<file path="src/rtl/aximm_csr_responder.sv">
// +------------------------------------------------------------------------+
// | aximm_csr_responder: edge-triggered CSR block for the pattern engine.   |
// | Option: AXIMM_CSR_DECERR_CNT_EN adds the unmapped-access counter.      |
// | Revision: 1.0                                                          |
// +------------------------------------------------------------------------+
`default_nettype none

module aximm_csr_responder #(
  parameter logic [31:0] DLY_X_RST = 32'h0000000C,
  parameter logic [31:0] DLY_Y_RST = 32'h00000020,
  parameter logic [31:0] DLY_Z_RST = 32'h00001770
) (
  input  logic        ms_wr_clk,
  input  logic        i_w_m_wr_rst_n,
  input  logic [31:0] i_wr_addr,
  input  logic [31:0] i_wrdata,
  input  logic        i_wren,
  input  logic        i_rden,
  output logic [31:0] o_master_readdata,
  output logic        o_master_readdatavalid,
  output logic        o_master_waitrequest,
  input  logic [3:0]  i_linkup_sts,
  input  logic [3:0]  i_bus_sts,
  input  logic        i_wr_done,
  input  logic        i_rd_done,
  input  logic [63:0] i_dout_first,
  input  logic [63:0] i_dout_last,
  input  logic [63:0] i_din_first,
  input  logic [63:0] i_din_last,
  output logic [31:0] o_wr_cfg,
  output logic [31:0] o_rd_cfg,
  output logic [31:0] o_wr_rd_addr,
  output logic [31:0] o_dly_x,
  output logic [31:0] o_dly_y,
  output logic [31:0] o_dly_z,
  output logic        o_wr_start,
  output logic        o_rd_start
);

  localparam logic [31:0] c_ADDR_WR_CFG     = 32'h50001000;
  localparam logic [31:0] c_ADDR_WR_RD_ADDR = 32'h50001004;
  localparam logic [31:0] c_ADDR_BUS_STS    = 32'h50001008;
  localparam logic [31:0] c_ADDR_LINKUP     = 32'h5000100C;
  localparam logic [31:0] c_ADDR_RD_CFG     = 32'h50001010;
  localparam logic [31:0] c_ADDR_DECERR     = 32'h50001018;
  localparam logic [31:0] c_ADDR_DLY_X      = 32'h50002000;
  localparam logic [31:0] c_ADDR_DLY_Y      = 32'h50002004;
  localparam logic [31:0] c_ADDR_DLY_Z      = 32'h50002008;
  localparam logic [31:0] c_ADDR_DOUT_F_LO  = 32'h50004000;
  localparam logic [31:0] c_ADDR_DOUT_F_HI  = 32'h50004004;
  localparam logic [31:0] c_ADDR_DOUT_L_LO  = 32'h50004010;
  localparam logic [31:0] c_ADDR_DOUT_L_HI  = 32'h50004014;
  localparam logic [31:0] c_ADDR_DIN_F_LO   = 32'h50004020;
  localparam logic [31:0] c_ADDR_DIN_F_HI   = 32'h50004024;
  localparam logic [31:0] c_ADDR_DIN_L_LO   = 32'h50004030;
  localparam logic [31:0] c_ADDR_DIN_L_HI   = 32'h50004034;

  logic        wren_q, rden_q, init_q;
  logic [31:0] wr_cfg_q, rd_cfg_q, wr_rd_addr_q;
  logic [31:0] dly_x_q, dly_y_q, dly_z_q;
  logic        wr_sticky_q, rd_sticky_q;
  logic        wr_start_q, rd_start_q;
  logic        wr_busy_q, rd_pend_q, rvalid_q;
  logic [31:0] rd_addr_q, rdata_q;
  logic [31:0] rdata_d;
  logic        w_wr_edge, w_rd_edge;

  // init_q masks the first cycle after reset so a level already high is not an edge
  assign w_wr_edge = init_q & i_wren & ~wren_q;
  assign w_rd_edge = init_q & i_rden & ~rden_q & ~w_wr_edge;

  always_ff @(posedge ms_wr_clk) begin
    if (!i_w_m_wr_rst_n) begin
      wren_q <= 1'b0;
      rden_q <= 1'b0;
      init_q <= 1'b0;
    end else begin
      wren_q <= i_wren;
      rden_q <= i_rden;
      init_q <= 1'b1;
    end
  end

  always_ff @(posedge ms_wr_clk) begin
    if (!i_w_m_wr_rst_n) begin
      wr_cfg_q     <= '0;
      rd_cfg_q     <= '0;
      wr_rd_addr_q <= '0;
      dly_x_q      <= DLY_X_RST;
      dly_y_q      <= DLY_Y_RST;
      dly_z_q      <= DLY_Z_RST;
      wr_start_q   <= 1'b0;
      rd_start_q   <= 1'b0;
      wr_busy_q    <= 1'b0;
    end else begin
      wr_start_q <= w_wr_edge && (i_wr_addr == c_ADDR_WR_CFG);
      rd_start_q <= w_wr_edge && (i_wr_addr == c_ADDR_RD_CFG);
      wr_busy_q  <= w_wr_edge;
      if (w_wr_edge) begin
        case (i_wr_addr)
          c_ADDR_WR_CFG:     wr_cfg_q     <= i_wrdata;
          c_ADDR_WR_RD_ADDR: wr_rd_addr_q <= i_wrdata;
          c_ADDR_RD_CFG:     rd_cfg_q     <= i_wrdata;
          c_ADDR_DLY_X:      dly_x_q      <= i_wrdata;
          c_ADDR_DLY_Y:      dly_y_q      <= i_wrdata;
          c_ADDR_DLY_Z:      dly_z_q      <= i_wrdata;
          default: ;
        endcase
      end
    end
  end

  // Start pulse clears the sticky even if a done pulse lands in the same cycle
  always_ff @(posedge ms_wr_clk) begin
    if (!i_w_m_wr_rst_n) begin
      wr_sticky_q <= 1'b0;
      rd_sticky_q <= 1'b0;
    end else begin
      if (wr_start_q)     wr_sticky_q <= 1'b0;
      else if (i_wr_done) wr_sticky_q <= 1'b1;
      if (rd_start_q)     rd_sticky_q <= 1'b0;
      else if (i_rd_done) rd_sticky_q <= 1'b1;
    end
  end

`ifdef AXIMM_CSR_DECERR_CNT_EN
  logic [7:0] decerr_q;
  logic       w_mapped;

  always_comb begin
    w_mapped = 1'b0;
    case (i_wr_addr)
      c_ADDR_WR_CFG, c_ADDR_WR_RD_ADDR, c_ADDR_BUS_STS, c_ADDR_LINKUP,
      c_ADDR_RD_CFG, c_ADDR_DECERR, c_ADDR_DLY_X, c_ADDR_DLY_Y, c_ADDR_DLY_Z,
      c_ADDR_DOUT_F_LO, c_ADDR_DOUT_F_HI, c_ADDR_DOUT_L_LO, c_ADDR_DOUT_L_HI,
      c_ADDR_DIN_F_LO, c_ADDR_DIN_F_HI, c_ADDR_DIN_L_LO, c_ADDR_DIN_L_HI:
        w_mapped = 1'b1;
      default: w_mapped = 1'b0;
    endcase
  end

  always_ff @(posedge ms_wr_clk) begin
    if (!i_w_m_wr_rst_n)
      decerr_q <= '0;
    else if (w_wr_edge && (i_wr_addr == c_ADDR_DECERR))
      decerr_q <= '0;
    else if ((w_wr_edge || w_rd_edge) && !w_mapped && (decerr_q != 8'hFF))
      decerr_q <= decerr_q + 8'd1;
  end
`endif

  always_comb begin
    rdata_d = '0;
    case (rd_addr_q)
      c_ADDR_WR_CFG:     rdata_d = wr_cfg_q;
      c_ADDR_WR_RD_ADDR: rdata_d = wr_rd_addr_q;
      c_ADDR_BUS_STS:    rdata_d = {26'b0, rd_sticky_q, wr_sticky_q, i_bus_sts};
      c_ADDR_LINKUP:     rdata_d = {28'b0, i_linkup_sts};
      c_ADDR_RD_CFG:     rdata_d = rd_cfg_q;
      c_ADDR_DLY_X:      rdata_d = dly_x_q;
      c_ADDR_DLY_Y:      rdata_d = dly_y_q;
      c_ADDR_DLY_Z:      rdata_d = dly_z_q;
      c_ADDR_DOUT_F_LO:  rdata_d = i_dout_first[31:0];
      c_ADDR_DOUT_F_HI:  rdata_d = i_dout_first[63:32];
      c_ADDR_DOUT_L_LO:  rdata_d = i_dout_last[31:0];
      c_ADDR_DOUT_L_HI:  rdata_d = i_dout_last[63:32];
      c_ADDR_DIN_F_LO:   rdata_d = i_din_first[31:0];
      c_ADDR_DIN_F_HI:   rdata_d = i_din_first[63:32];
      c_ADDR_DIN_L_LO:   rdata_d = i_din_last[31:0];
      c_ADDR_DIN_L_HI:   rdata_d = i_din_last[63:32];
`ifdef AXIMM_CSR_DECERR_CNT_EN
      c_ADDR_DECERR:     rdata_d = {24'b0, decerr_q};
`endif
      default:           rdata_d = '0;
    endcase
  end

  // Read pipeline: address captured after the edge, data presented one cycle later
  always_ff @(posedge ms_wr_clk) begin
    if (!i_w_m_wr_rst_n) begin
      rd_pend_q <= 1'b0;
      rd_addr_q <= '0;
      rvalid_q  <= 1'b0;
      rdata_q   <= '0;
    end else begin
      rd_pend_q <= w_rd_edge;
      if (w_rd_edge) rd_addr_q <= i_wr_addr;
      rvalid_q  <= rd_pend_q;
      if (rd_pend_q) rdata_q <= rdata_d;
    end
  end

  assign o_master_readdata      = rdata_q;
  assign o_master_readdatavalid = rvalid_q;
  assign o_master_waitrequest   = wr_busy_q | rd_pend_q | rvalid_q;
  assign o_wr_cfg               = wr_cfg_q;
  assign o_rd_cfg               = rd_cfg_q;
  assign o_wr_rd_addr           = wr_rd_addr_q;
  assign o_dly_x                = dly_x_q;
  assign o_dly_y                = dly_y_q;
  assign o_dly_z                = dly_z_q;
  assign o_wr_start             = wr_start_q;
  assign o_rd_start             = rd_start_q;

endmodule

`default_nettype wire

</file>
<file path="config.mk">
export PLATFORM = sky130hd
export DESIGN_NAME = aximm_csr_responder
export DESIGN_NICKNAME = d
export VERILOG_FILES = /design/src/rtl/aximm_csr_responder.sv
export SDC_FILE = /design/constraint.sdc
export NUM_CORES = 1
export LEC_CHECK = 0
export ABC_AREA = 1
export BUFFER_PORTS_ARGS = -buffer_cell sky130_fd_sc_hd__buf_2
export CAP_MARGIN = 40
export CORE_AREA = 3 3 217 219
export CTS_CLUSTER_SIZE = 30
export DETAILED_ROUTE_END_ITERATION = 10
export DIE_AREA = 0 0 220 222
export HOLD_SLACK_MARGIN = 0.06
export SYNTH_ARGS = -nofsm -noshare
export SYNTH_HDL_FRONTEND = slang
export SYNTH_SLANG_ARGS = --single-unit
</file>
<file path="constraint.sdc">
create_clock -name ms_wr_clk -period 3.6 [get_ports ms_wr_clk]
set_input_delay 0.72 -clock ms_wr_clk [delete_from_list [all_inputs] [get_ports ms_wr_clk]]
set_output_delay 0.72 -clock ms_wr_clk [all_outputs]
set_load 0.01 [all_outputs]
</file>
==> results.sh <==
export IMPL_gr_usage_met2_pct=45.3
export IMPL_report_final_slew_viol_count=0
export IMPL_crit_arrival_ns=3.13
export IMPL_ff2ff_setup_slack_ns=0.96
export IMPL_crit_family="simple AND/OR/NAND/NOR gates"
export IMPL_min_path_type="in -> reg"
export IMPL_clock_sinks=266
export IMPL_post_cts_buffers=0
export IMPL_r2r_end="o_master_readdata[9]$_SDFFE_PN0P_"
export IMPL_slew_headroom_pct=42.1
export IMPL_grt_pass1_wl_mm=97.0
export IMPL_crit_type="reg -> reg"
export IMPL_clockRootBuffer="clkbuf_16"
export IMPL_wl_mm=66.9
export IMPL_most_common_layout_cells="560 x buf_2, 454 x nand2_1, 416 x nand3_1"
export IMPL_rsz0062_at_grt="false"
export IMPL_drt_iter0_markers=1384
export IMPL_gp_congestion=0.949
export IMPL_skew_ns=0.0112
export IMPL_seq_area_frac_synth_pct=36.1
export IMPL_floorplan_initialDensity_pct=32.5
export IMPL_dr_pass1_iters=6
export IMPL_ys_ff_latch=266
export IMPL_finalCritPeriodShare_pct=73.3
export IMPL_dp_hpwl_mm=50.3
export IMPL_path_cells="inv_1, nand2_1, nor2_1, nand2_1, nor2_4, buf_12, buf_12, nand3_1, nand2_1, inv_1, nand2_1, nor2_1, nand2_1, nand2_1, a21oi_1"
export IMPL_outcome="complete, no violations"
export IMPL_netlist_area_um2=14700
export IMPL_core_um2=45300
export IMPL_drive_gt1_share_pct=25.8
export IMPL_tightest_slew_ns=0.868
export IMPL_syn_inst=2365
export IMPL_cp_start_kind="flip-flop"
export IMPL_antenna_found_initial=13
export IMPL_overflow=0
export IMPL_avgViaCountPerCell=5.02
export IMPL_track_usage_pct=25.7
export IMPL_die_width_um=220
export IMPL_hold_path_depth=3
export IMPL_post_place_ws_ns=0.674
export IMPL_syn_nets=2699
export IMPL_grt_pass1_vias=16100
export IMPL_path_clk_slew_ns=0.06
export IMPL_grt_use_met3_pct=5.47
export IMPL_maxCapViolations=0
export IMPL_rows=78
export IMPL_required_ns=4.09
export IMPL_busiest_layer="met2"
export IMPL_ant_nets=0
export IMPL_synth_cell_types=30
export IMPL_met1_usage_pct=30.0
export IMPL_p_per_area_nw_per_um2=353
export IMPL_max_stage_delay_ns=0.36
export IMPL_cp_end_kind="flip-flop"
export IMPL_grt_max_degree=182
export IMPL_reg2reg_from="rd_addr_q[17]$_SDFFE_PN0P_"
export IMPL_nets=3161
export IMPL_die_h_um=222
export IMPL_htree_levels=1
export IMPL_wl_per_cell_um=19.3
export IMPL_worstSkewPairLatency_ns=0.57
export IMPL_peakVddDrop_uv=287
export IMPL_postCtsHoldBufs=0
export IMPL_p_leak_nw=9.30
export IMPL_cp_buffers_inverters=4
export IMPL_cts_resized_gates=0
export IMPL_min_to="wren_q$_SDFF_PN0_"
export IMPL_cp_slowest_cell="buf_12"
export IMPL_clock_fmax_mhz=379
export IMPL_ios=562
export IMPL_syn_to_final_growth_pct=28.6
export IMPL_ys_warn_count=0
export IMPL_vias=17400
export IMPL_crit_fanout=106
export IMPL_rr_worst_depth=15
export IMPL_cts_buffers_inserted=30
export IMPL_layout_commonest_cell="buf_2"
export IMPL_min_period_ns=2.64
export IMPL_cpMostUsedCell="nand2_1"
export IMPL_fin_ws_ns=0.962
export IMPL_cts_tree="yes"
export IMPL_final_setup_tns_ns=0
export IMPL_clockBufferDepth=3
export IMPL_syn_avg_cell_area_um2=6.23
export IMPL_worstHoldStart="i_wren"
export IMPL_setup_viol=0
export IMPL_drc=0
export IMPL_io_buffers=561
export IMPL_dieArea_um2=48800
export IMPL_hold_viol=0
==> per-layer routing <==
layer / share of wire (%) / vias up / routed length (um)
met5: 0.040 / - / 27
met4: 4.3 / 4 / 2870
met3: 8.3 / 125 / 5550
met2: 48 / 689 / 32200
met1: 39 / 7997 / 26200
li1: - / 8537 / -
==> per-stage QoR <==
| step | hold WS (ns) | util [%] | total power, mW | cells | area [um2] |
|---|---|---|---|---|---|
| final | 0.356 | 41.9 | 6.69 | 3458 | 19000 |
| after global routing | 0.357 | 41.9 | 6.90 | 3458 | 19000 |
| after CTS | 0.332 | 41.8 | 6.73 | 3450 | 18900 |
| after detailed placement | 0.435 | 39.5 | 3.52 | 3395 | 17900 |
| after global placement | 0.432 | 39.4 | 3.50 | 3393 | 17800 |
| after floorplan | 0.423 | - | 3.23 | 2365 | 14700 |
==> cells by family after synthesis <==
family	Yosys count	synth area share (%)
AOI/OAI and AO/OA	404	14.3
buffers and inverters	413	12.2
DFF	266	36.1
and+or+nand+nor	1282	37.4
==> report_power, final <==
group / switching, mW / internal (mW)
registers: 0.0121 / 2.97
logic: 0.281 / 0.194
clock network: 1.29 / 1.94
==> worst reg2reg max path, cell delays in order (launching register included) <==
cell	delay, ns
dfxtp_1	0.30
inv_1	0.06
nand2_1	0.05
nor2_1	0.14
nand2_1	0.11
nor2_4	0.34
buf_12	0.36
buf_12	0.40
nand3_1	0.16
nand2_1	0.11
inv_1	0.06
nand2_1	0.06
nor2_1	0.12
nand2_1	0.11
nand2_1	0.05
a21oi_1	0.13
==> cells in the mapped netlist <==
cell type / number / area share (%)
nand2_1: 455 / 12
nand3_1: 416 / 14
nor2_1: 353 / 9.0
dfxtp_1: 266 / 36
inv_1: 230 / 5.9
o21ai_0: 224 / 7.6
a21oi_1: 138 / 4.7
buf_2: 76 / 2.6
clkbuf_1: 66 / 1.7
nand2_2: 25 / 1.1
a21oi_2: 20 / 1.2
buf_4: 20 / 1.0
o21ai_1: 17 / 0.58
inv_2: 12 / 0.31
nor2_2: 8 / 0.34
nor3_1: 7 / 0.24
nand4_1: 4 / 0.17
nor4_1: 4 / 0.17
buf_12: 3 / 0.41
buf_6: 3 / 0.23
nor2_4: 3 / 0.23
nor3_2: 3 / 0.20
o21ai_2: 3 / 0.18
buf_1: 2 / 0.051
o211ai_1: 2 / 0.10
and2_4: 1 / 0.059
clkinv_1: 1 / 0.025
nor3b_1: 1 / 0.051
nor4_2: 1 / 0.085
or3_1: 1 / 0.042
==> final cells by class <==
cell class	count	area, um2
fillers	4874	26300
clock inverters	6	91.3
multi-input cells	1686	7690
clock buffers	49	953
well taps	600	751
diodes	8	20.0
flip-flops and latches	266	5330
repair buffers	600	3210
inverters	243	912
==> worst max path at each step <==
stage	cells past startpoint	endpoint	start	slack, ns
after floorplan	7	o_dly_x[23]$_SDFFE_PN0P_	i_wr_addr[8]	1.53
final	15	o_master_readdata[9]$_SDFFE_PN0P_	rd_addr_q[17]$_SDFFE_PN0P_	0.96
after global placement	8	o_wr_cfg[5]$_SDFFE_PN0P_	i_wr_addr[8]	0.74
after global routing	15	o_master_readdata[8]$_SDFFE_PN0P_	rd_addr_q[31]$_SDFFE_PN0P_	0.71
after CTS	15	o_master_readdata[9]$_SDFFE_PN0P_	rd_addr_q[24]$_SDFFE_PN0P_	0.98
after detailed placement	8	o_wr_cfg[10]$_SDFFE_PN0P_	i_wr_addr[8]	0.67
==> registers in the layout (all words and copies together), names as in the netlist, 32 cells and up <==
| name | cells |
|---|---|
| o_dly_x | 32 |
| o_dly_y | 32 |
| o_dly_z | 32 |
| o_master_readdata | 32 |
| o_rd_cfg | 32 |
| o_wr_cfg | 32 |
| o_wr_rd_addr | 32 |
| rd_addr_q | 32 |
(Power assumes the default switching activity.)
